===== src/rtl/cache_pkg.sv =====
// Shared types and address-split helpers for the
// direct-mapped cache and its miss handler.
package cache_pkg;

  typedef enum logic [2:0] {
    S_IDLE,
    S_REQ,
    S_WAIT,
    S_FILL,
    S_ERR
  } miss_state_t;

  localparam int ADDR_W     = 32;
  localparam int INDEX_W    = 6;
  localparam int TAG_W      = 26;
  localparam int MISS_CNT_W = 16;

  function automatic logic [INDEX_W-1:0] addr_index(
    input logic [ADDR_W-1:0] addr
  );
    return addr[INDEX_W-1:0];
  endfunction

  function automatic logic [TAG_W-1:0] addr_tag(
    input logic [ADDR_W-1:0] addr
  );
    return addr[ADDR_W-1:INDEX_W];
  endfunction

endpackage


===== src/rtl/cache_miss_handler.sv =====
// Read-miss service stage: fetch from memory with
// bounded retry, then fill the cache and respond.
module cache_miss_handler
  import cache_pkg::*;
#(
  parameter int TIMEOUT   = 255,
  parameter int MAX_RETRY = 2
) (
  input  logic                  clock,
  input  logic                  reset,
  input  logic                  miss_valid,
  input  logic [ADDR_W-1:0]     miss_addr,
  output logic                  miss_ready,
  output logic                  mem_req_valid,
  input  logic                  mem_req_ready,
  output logic [ADDR_W-1:0]     mem_req_addr,
  input  logic                  mem_resp_valid,
  input  logic [31:0]           mem_resp_data,
  input  logic                  mem_resp_error,
  output logic                  fill_valid,
  output logic [INDEX_W-1:0]    fill_index,
  output logic [TAG_W-1:0]      fill_tag,
  output logic [31:0]           fill_data,
  output logic                  resp_valid,
  output logic [31:0]           resp_data,
  output logic                  resp_error,
  output logic [MISS_CNT_W-1:0] miss_count
);

  localparam int TW = $clog2(TIMEOUT + 1);
  // A zero-retry build still needs a 1-bit counter.
  localparam int RW =
    (MAX_RETRY > 0) ? $clog2(MAX_RETRY + 1) : 1;

  localparam logic [TW-1:0] T_LAST = TW'(TIMEOUT - 1);
  localparam logic [RW-1:0] R_MAX  = RW'(MAX_RETRY);

  miss_state_t           state_q;
  logic [ADDR_W-1:0]     addr_q;
  logic [31:0]           data_q;
  logic [TW-1:0]         timer_q;
  logic [RW-1:0]         retry_q;
  logic [MISS_CNT_W-1:0] miss_count_q;

  logic resp_ok;
  logic give_up;
  logic expired;

  // Classify the WAIT-cycle outcome; a response
  // beats a coincident timeout.
  always_comb begin
    resp_ok = mem_resp_valid && !mem_resp_error;
    expired = timer_q == T_LAST;
    give_up = !resp_ok && (mem_resp_valid || expired);
  end

  // Miss FSM plus the latched address, data,
  // timer, retry count and saturating miss count.
  always_ff @(posedge clock or posedge reset) begin
    if (reset) begin
      state_q      <= S_IDLE;
      addr_q       <= '0;
      data_q       <= '0;
      timer_q      <= '0;
      retry_q      <= '0;
      miss_count_q <= '0;
    end else begin
      unique case (state_q)
        S_IDLE: begin
          if (miss_valid) begin
            addr_q  <= miss_addr;
            retry_q <= '0;
            timer_q <= '0;
            if (miss_count_q != '1)
              miss_count_q <= miss_count_q + 1'b1;
            state_q <= S_REQ;
          end
        end
        S_REQ: begin
          if (mem_req_ready) begin
            timer_q <= '0;
            state_q <= S_WAIT;
          end
        end
        S_WAIT: begin
          timer_q <= timer_q + 1'b1;
          if (resp_ok) begin
            data_q  <= mem_resp_data;
            state_q <= S_FILL;
          end else if (give_up) begin
            if (retry_q < R_MAX) begin
              retry_q <= retry_q + 1'b1;
              state_q <= S_REQ;
            end else begin
              state_q <= S_ERR;
            end
          end
        end
        S_FILL:  state_q <= S_IDLE;
        S_ERR:   state_q <= S_IDLE;
        default: state_q <= S_IDLE;
      endcase
    end
  end

  // Outputs decode from state and registers only.
  always_comb begin
    miss_ready    = state_q == S_IDLE;
    mem_req_valid = state_q == S_REQ;
    mem_req_addr  = addr_q;
    fill_valid    = state_q == S_FILL;
    fill_index    = addr_index(addr_q);
    fill_tag      = addr_tag(addr_q);
    fill_data     = data_q;
    resp_valid    = (state_q == S_FILL) ||
                    (state_q == S_ERR);
    resp_error    = state_q == S_ERR;
    resp_data     = (state_q == S_FILL) ? data_q : '0;
    miss_count    = miss_count_q;
  end

endmodule


===== config.mk =====
export PLATFORM = sky130hd
export DESIGN_NAME = cache_miss_handler
export DESIGN_NICKNAME = d
export VERILOG_FILES = /design/src/rtl/cache_pkg.sv /design/src/rtl/cache_miss_handler.sv
export SDC_FILE = /design/constraint.sdc
export NUM_CORES = 1
export LEC_CHECK = 0
export ABC_AREA = 1
export ABC_CLOCK_PERIOD_IN_PS = 3150
export CAP_MARGIN = 0
export CELL_PAD_IN_SITES_DETAIL_PLACEMENT = 0
export CELL_PAD_IN_SITES_GLOBAL_PLACEMENT = 1
export CORE_ASPECT_RATIO = 1.1
export CORE_MARGIN = 4
export CORE_UTILIZATION = 29
export DETAILED_ROUTE_END_ITERATION = 12
export PLACE_DENSITY = 0.91
export SYNTH_ARGS = -nofsm -noshare
export SYNTH_HDL_FRONTEND = slang
export SYNTH_SLANG_ARGS = --single-unit

===== constraint.sdc =====
create_clock -name clock -period 3.15 [get_ports clock]
set_input_delay 0.4725 -clock clock [delete_from_list [all_inputs] [get_ports clock]]
set_output_delay 0.4725 -clock clock [all_outputs]
set_load 0.1 [all_outputs]

==> results.sh, run 1 <==
export IMPL_min_period_over_period_pct=77.6
export IMPL_cts_buffers=9
export IMPL_layout_common_cells="nand2_1, buf_4, dfrtp_1"
export IMPL_skew_ns=0.00468
export IMPL_clk_pin_slew_ns=0.06
export IMPL_synth_top_area_share_pct=50.2
export IMPL_seq_area_frac_synth_pct=50.2
export IMPL_layout_cells_non_filler=986
export IMPL_antennaDiodeCount=0
export IMPL_portBuffers=218
export IMPL_post_route_drc_count=0
export IMPL_min_path_type="primary input to asynchronous set/reset pin"
export IMPL_syn_inst=601
export IMPL_max_slew_margin_pct=62.0
export IMPL_rows=48
export IMPL_core_area_mm2=0.0157
export IMPL_maxCapViolCount=0
export IMPL_finalCriticalPeriod_ns=2.44
export IMPL_clk_latency_ns=0.33
export IMPL_ant_nets=0
export IMPL_post_route_cell_area_mm2=0.00665
export IMPL_grt_pass1_vias=4057
export IMPL_cts_buffer_depth=2
export IMPL_dp_hpwl_mm=9.89
export IMPL_crit_arrival_ns=1.97
export IMPL_grt_setup_unrepaired="no"
export IMPL_worst_slew_pin_slew_ns=0.569
export IMPL_drive_gt1_share_pct=22.4
export IMPL_antenna_found_initial=0
export IMPL_syn_num_nets=674
export IMPL_via_per_inst=4.35
export IMPL_grt_max_degree=66
export IMPL_fin_nets=858
export IMPL_yosys_warnings=0
export IMPL_slew_viol_final=0
export IMPL_synth_largest_area_cell="dfrtp_1"
export IMPL_wire_per_inst_um=13.4
export IMPL_finalHoldViolCount=0
export IMPL_die_w_um=129
export IMPL_grt_pass1_wl_mm=20.8
export IMPL_cts_setup_buffers=0
export IMPL_worstPathRequired_ns=2.68
export IMPL_first_pass_iters=4
export IMPL_crit_fanout=32
export IMPL_initial_core_util_pct=29.6
export IMPL_fp_dieH_um=141
export IMPL_ctsHoldBuffers=0
export IMPL_cts_tree="done"
export IMPL_final_common_cell="nand2_1"
export IMPL_syn_to_final_growth_pct=43.4
export IMPL_num_vias=4288
export IMPL_track_usage_pct=14.3
export IMPL_synthTopCellsByArea="dfrtp_1, nand2_1, buf_4"
export IMPL_place_congestion=0.800
export IMPL_io_pins=219
export IMPL_dp_cells=974
export IMPL_root_buffer="clkbuf_16"
export IMPL_ctsResizeCount=0
export IMPL_ys_types=25
export IMPL_clock_fmax_ghz=0.409
export IMPL_placed_cell_area_mm2=0.00641
export IMPL_crit_path_start_kind="register"
export IMPL_synth_seq_cells=93
export IMPL_critPathKind="register to primary output"
export IMPL_wl_mm=13.2
export IMPL_status="finished, final reports clean"
export IMPL_dieArea_mm2=0.0181
export IMPL_syn_avg_cell_area_um2=7.72
export IMPL_cts_sinks=93
export IMPL_overflow=0
export IMPL_finalSetupViolCount=0
export IMPL_ctsHtreeMaxLevel=3
export IMPL_end_kind="primary output"
export IMPL_drt_iter0_drc=262
export IMPL_mappedNetlistArea_mm2=0.00464
[layer usage]
layer	up-vias	GRT usage, %	wire [um]
met1	1935	19.0	5780
met2	170	22.8	6040
li1	2171	-	-
met5	-	0	0
met3	12	4.51	1220
met4	0	3.32	140
[logic make-up (layout without fill, tap and decap cells)]
family | Yosys count | in the layout | share of synthesized area (%)
adder cells (fa/ha/maj) | 3 | 3 | 0.810
AO/OA/AOI/OAI | 53 | 53 | 6.02
XOR/XNOR | 8 | 8 | 1.51
flip-flops | 93 | 93 | 50.2
AND/OR/NAND/NOR | 327 | 327 | 28.6
buffers and inverters | 117 | 302 | 12.9
[cells in the mapped netlist (all sizes together)]
library cell  instances
nor2                 66
nand4                 7
a21oi                 2
inv                  67
ha                    3
nand3                23
o21ai                49
clkbuf                1
dfrtp                93
o22ai                 2
nand2               228
buf                  49
nor3                  3
xnor2                 8
[cell type report]
cell class,count,area (um2)
multi-input cells,391,1720
inverters,67,254
repair buffers,223,1860
clock buffers,12,236
well taps,200,250
flip-flops and latches,93,2330
fillers,1625,9020
[flip-flops by register name (all words and copies together) (netlist names)]
signal,flops
state_q,3
miss_count,16
fill_data,32
retry_q,2
mem_req_addr,32
timer_q,8
[final timing paths]
kind,from,to,slack [ns],cells after the start
min reg2reg,mem_req_addr[11]$_DFFE_PP0P_,mem_req_addr[11]$_DFFE_PP0P_,0.50,2
max reg2reg,state_q[1]$_DFFE_PP0P_,miss_count[6]$_DFFE_PP0P_,1.33,7
min,reset,mem_req_addr[18]$_DFFE_PP0P_,0.47,2
max,state_q[1]$_DFFE_PP0P_,resp_data[9],0.71,6
min in group clock,mem_req_addr[11]$_DFFE_PP0P_,mem_req_addr[11]$_DFFE_PP0P_,0.50,2
max in group asynchronous,reset,fill_data[8]$_DFFE_PP0P_,2.00,3
[stage by stage]
step	worst slack (ns)	TNS, ns	hold WS (ns)	util [%]
2_1_floorplan	-0.425	-13.19	0.464	-
3_3_place_gp	0.953	0	0.479	40.9
3_5_place_dp	0.955	0	0.486	40.9
4_1_cts	0.668	0	0.475	42.4
5_1_grt	0.573	0	0.502	42.4
6_report	0.705	0	0.472	42.4
[critical path, stage by stage (launching register included)]
cell	delay [ns]
dfrtp_1	0.48
nand2_1	0.14
nor2_2	0.17
inv_1	0.10
buf_4	0.26
nor2_1	0.17
buf_4	0.31
Power of run 1 is not shown: default switching activity piles up to over one toggle a cycle in this logic, so the estimate is an artifact.
==> run 2, diff against run 1 <==
- ABC_CLOCK_PERIOD_IN_PS: 3150 -> 2300
- clock period: 3.15 -> 2.3 ns (I/O delays scaled with it)
==> results.sh, run 2 (same netlist as run 1, synthesis figures left out) <==
export IMPL_core_area_mm2=0.0157
export IMPL_clock_fmax_ghz=0.468
export IMPL_drive_gt1_share_pct=27.5
export IMPL_ctsHoldBuffers=0
export IMPL_crit_arrival_ns=1.79
export IMPL_slew_viol_final=0
export IMPL_dp_hpwl_mm=10.4
export IMPL_grt_setup_unrepaired="no"
export IMPL_crit_fanout=33
export IMPL_crit_path_start_kind="register"
export IMPL_syn_to_final_growth_pct=59.2
export IMPL_wire_per_inst_um=13.9
export IMPL_layout_common_cells="nand2_1, buf_4, dfrtp_1"
export IMPL_worst_slew_pin_slew_ns=0.542
export IMPL_cts_buffers=9
export IMPL_via_per_inst=4.40
export IMPL_clk_latency_ns=0.34
export IMPL_cts_tree="done"
export IMPL_fin_tns_setup_ns=0
export IMPL_status="finished, final reports clean"
export IMPL_antennaDiodeCount=0
export IMPL_io_pins=219
export IMPL_root_buffer="clkbuf_16"
export IMPL_max_slew_margin_pct=63.9
export IMPL_fp_dieH_um=141
export IMPL_place_congestion=0.763
export IMPL_min_path_type="primary input to asynchronous set/reset pin"
export IMPL_initial_core_util_pct=29.6
export IMPL_finalHoldViolCount=0
export IMPL_drt_iter0_drc=199
export IMPL_critPathKind="register to primary output"
export IMPL_num_vias=4355
export IMPL_num_fill_cells=1525
export IMPL_portBuffers=218
export IMPL_maxCapViolCount=0
export IMPL_preCtsSetupSlack_ns=0.205
export IMPL_setup_ws_ns=0.164
export IMPL_cts_buffer_depth=2
export IMPL_rows=48
export IMPL_min_period_over_period_pct=92.9
export IMPL_antenna_found_initial=1
export IMPL_clk_pin_slew_ns=0.07
export IMPL_overflow=0
export IMPL_post_route_cell_area_mm2=0.00738
export IMPL_dieArea_mm2=0.0181
export IMPL_worstPathRequired_ns=1.96
export IMPL_skew_ns=0.00589
export IMPL_finalCriticalPeriod_ns=2.14
export IMPL_grt_max_degree=51
export IMPL_first_pass_iters=5
export IMPL_die_w_um=129
export IMPL_finalSetupViolCount=0
export IMPL_placed_cell_area_mm2=0.00710
export IMPL_fin_nets=859
export IMPL_track_usage_pct=14.5
export IMPL_ctsHtreeMaxLevel=3
export IMPL_wl_mm=13.8
export IMPL_cts_sinks=93
export IMPL_grt_pass1_vias=4046
export IMPL_grt_pass1_wl_mm=20.9
export IMPL_ant_nets=0
export IMPL_final_core_utilization_pct=47.1
export IMPL_final_common_cell="nand2_1"
export IMPL_post_route_drc_count=0
export IMPL_end_kind="primary output"
==> run 2: cell types whose count changed in the layout (fill, tap and decap cells not counted), sizes merged <==
| cell | delta |
|---|---|
| clkinvlp | +4 |
| clkinv | +1 |
| buf | +1 |
| clkbuf | -2 |
==> run 2: worst max-delay path, cell delays in order, from the launching register on <==
cell and delay, ns:
dfrtp_1 0.45, nand2_1 0.19, nor2_4 0.08, inv_8 0.37
o21ai_2 0.14, buf_12 0.20
==> run 2: path summary, 6_finish.rpt <==
path,start,cells past startpoint,slack (ns),to
worst min register to register,mem_req_addr[5]$_DFFE_PP0P_,2,0.50,mem_req_addr[5]$_DFFE_PP0P_
worst max register to register,state_q[2]$_DFFE_PP0P_,5,0.58,fill_data[6]$_DFFE_PP0P_
worst max-delay path,state_q[1]$_DFFE_PP0P_,5,0.16,resp_valid
min in group clock,mem_req_addr[5]$_DFFE_PP0P_,2,0.50,mem_req_addr[5]$_DFFE_PP0P_
worst min-delay path,reset,2,0.35,fill_data[7]$_DFFE_PP0P_
max in group asynchronous,reset,3,1.42,miss_count[8]$_DFFE_PP0P_
==> run 2: timing repair <==
| action | CTS | global route |
|---|---|---|
| hold endpoints to repair | 0 | 0 |
| setup buffers | 0 | 0 |
| endpoints found under the setup margin | 33 | 1 |
| resized for setup | 1 | 2 |
==> run 2: stage by stage <==
step | cells | hold WS, ns
CTS | 990 | 0.337
floorplan | 601 | 0.462
global route | 990 | 0.382
global placement | 975 | 0.480
detailed placement | 975 | 0.484
finish | 990 | 0.348
==> run 2: area by class of cell <==
type	instances	area, um2	area share [%]
Sequential cell	93	2330	31.5
Timing Repair Buffer	224	2300	31.2
Multi-Input combinational cell	391	1960	26.6
Inverter	67	263	3.56
Clock buffer	10	239	3.24
Tap cell	200	250	3.39
Clock inverter	5	36.3	0.492
==> run 2: per-layer routing <==
layer / part of all wire, % / wire (um) / vias up / GRT usage (%)
met5: 0.087 / 12 / - / 0
met4: 1.6 / 217 / 2 / 4.86
met3: 7.3 / 1010 / 17 / 3.37
met2: 49 / 6740 / 161 / 23.9
met1: 42 / 5790 / 1992 / 18.6
li1: - / - / 2183 / -
Power of run 2 is left out for the same reason.
==> run 3, diff against run 2 <==
- CORE_MARGIN: 4 -> not set
==> results.sh, run 3 (same netlist as run 1, synthesis figures left out) <==
export IMPL_num_vias=4415
export IMPL_status="finished, final reports clean"
export IMPL_r2r_end="miss_count[0]$_DFFE_PP0P_"
export IMPL_clk_latency_ns=0.34
export IMPL_globalRouteMet2Util_pct=28.5
export IMPL_slowest_delay_ns=0.48
export IMPL_cpLargestDelayFamily="simple AND/OR/NAND/NOR gates"
export IMPL_grt_pass1_vias=4231
export IMPL_via_per_inst=4.45
export IMPL_rrSetupSlack_ns=0.62
export IMPL_root_buffer="clkbuf_16"
export IMPL_cts_tree="done"
export IMPL_initial_core_util_pct=29.6
export IMPL_met1_usage_pct=18.8
export IMPL_finalHoldViolCount=0
export IMPL_syn_to_final_growth_pct=59.6
export IMPL_critPathSlowestCell="dfrtp_1"
export IMPL_rows=48
export IMPL_dp_hpwl_mm=9.82
export IMPL_grt_setup_unrepaired="no"
export IMPL_ctsHtreeMaxLevel=3
export IMPL_worst_slew_pin_slew_ns=0.497
export IMPL_finalCriticalPeriod_ns=2.19
export IMPL_cts_setup_buffers=0
export IMPL_ctsResizeCount=0
export IMPL_cts_sinks=93
export IMPL_drt_iter0_drc=125
export IMPL_fp_dieH_um=135
export IMPL_worstPathRequired_ns=1.96
export IMPL_portBuffers=218
export IMPL_hold_slack_ns=0.359
export IMPL_core_area_mm2=0.0157
export IMPL_r2r_start="state_q[2]$_DFFE_PP0P_"
export IMPL_ant_nets=0
export IMPL_min_period_over_period_pct=95.0
export IMPL_final_core_utilization_pct=47.2
export IMPL_first_pass_iters=4
export IMPL_finalSetupViolCount=0
export IMPL_cts_buffer_depth=2
export IMPL_path_buf_inv=3
export IMPL_post_route_drc_count=0
export IMPL_crit_fanout=30
export IMPL_cpMostUsedCell="buf_12"
export IMPL_clk_pin_slew_ns=0.07
export IMPL_drive_gt1_share_pct=27.5
export IMPL_layout_common_cells="nand2_1, buf_4, dfrtp_1"
export IMPL_final_common_cell="nand2_1"
export IMPL_worstRegToRegCells=7
export IMPL_place_congestion=0.820
export IMPL_skew_ns=0.00609
export IMPL_end_kind="primary output"
export IMPL_met3_usage_pct=3.29
export IMPL_cts_buffers=9
export IMPL_min_path_type="primary input to asynchronous set/reset pin"
export IMPL_critPathKind="register to primary output"
export IMPL_overflow=0
export IMPL_max_slew_margin_pct=66.8
export IMPL_grt_busiest_layer="met2"
export IMPL_crit_arrival_ns=1.84
export IMPL_die_w_um=123
export IMPL_grt_max_degree=51
export IMPL_clock_fmax_ghz=0.458
export IMPL_fin_nets=860
export IMPL_track_usage_pct=16.1
export IMPL_crit_path_start_kind="register"
export IMPL_fin_tns_setup_ns=0
export IMPL_slew_viol_final=0
export IMPL_antennaDiodeCount=0
export IMPL_wire_per_inst_um=13.2
export IMPL_maxCapViolCount=0
export IMPL_antenna_found_initial=0
export IMPL_wl_mm=13.1
export IMPL_dieArea_mm2=0.0165
export IMPL_io_pins=219
export IMPL_grt_pass1_wl_mm=20.7
export IMPL_ctsHoldBuffers=0
export IMPL_path_cells="nand2_1 -> nor2_4 -> inv_4 -> buf_12 -> nor2_2 -> buf_12"
[run 3: metrics by stage]
stage	cells	instance area, um2	worst slack, ns
2_1_floorplan	601	4900	-0.0969
3_3_place_gp	976	7110	0.383
3_5_place_dp	976	7110	0.312
4_1_cts	992	7400	0.112
5_1_grt	992	7400	0.0263
6_report	992	7400	0.115
[run 3: worst max path at each step]
stage	from	endpoint	slack, ns	cells past startpoint
floorplan	state_q[1]$_DFFE_PP0P_	resp_data[21]	-0.1	5
global placement	miss_valid	timer_q[6]$_DFFE_PP0P_	0.38	6
detailed placement	miss_valid	timer_q[7]$_DFFE_PP0P_	0.31	6
CTS	state_q[1]$_DFFE_PP0P_	resp_data[31]	0.11	6
global route	state_q[1]$_DFFE_PP0P_	resp_data[0]	0.03	6
finish	state_q[1]$_DFFE_PP0P_	resp_data[31]	0.11	6
[run 3: layer usage]
metal | vias up | wire [um]
li1 | 2189 | -
met3 | 19 | 742
met5 | - | 0
met1 | 2056 | 5260
met4 | 0 | 271
met2 | 151 | 6840
[run 3: final cells by class]
type                       instances  area [um2]
sequential                        93        2330
tap                              200         250
inverter                          67         258
fill                            1521        8270
timing repair buffer             225        2310
clock inverter                     6        63.8
multi-input combinational        391        1960
clock buffer                      10         229
[run 3: worst register-to-register path, cell delays in order (launching register included)]
cell     delay [ns]
dfrtp_1        0.45
nor2_2         0.16
nand2_2        0.12
nor2_8         0.22
inv_2          0.07
nor2_2         0.42
nand2_1        0.11
nand2_1        0.07
Power of run 3 is left out for the same reason.
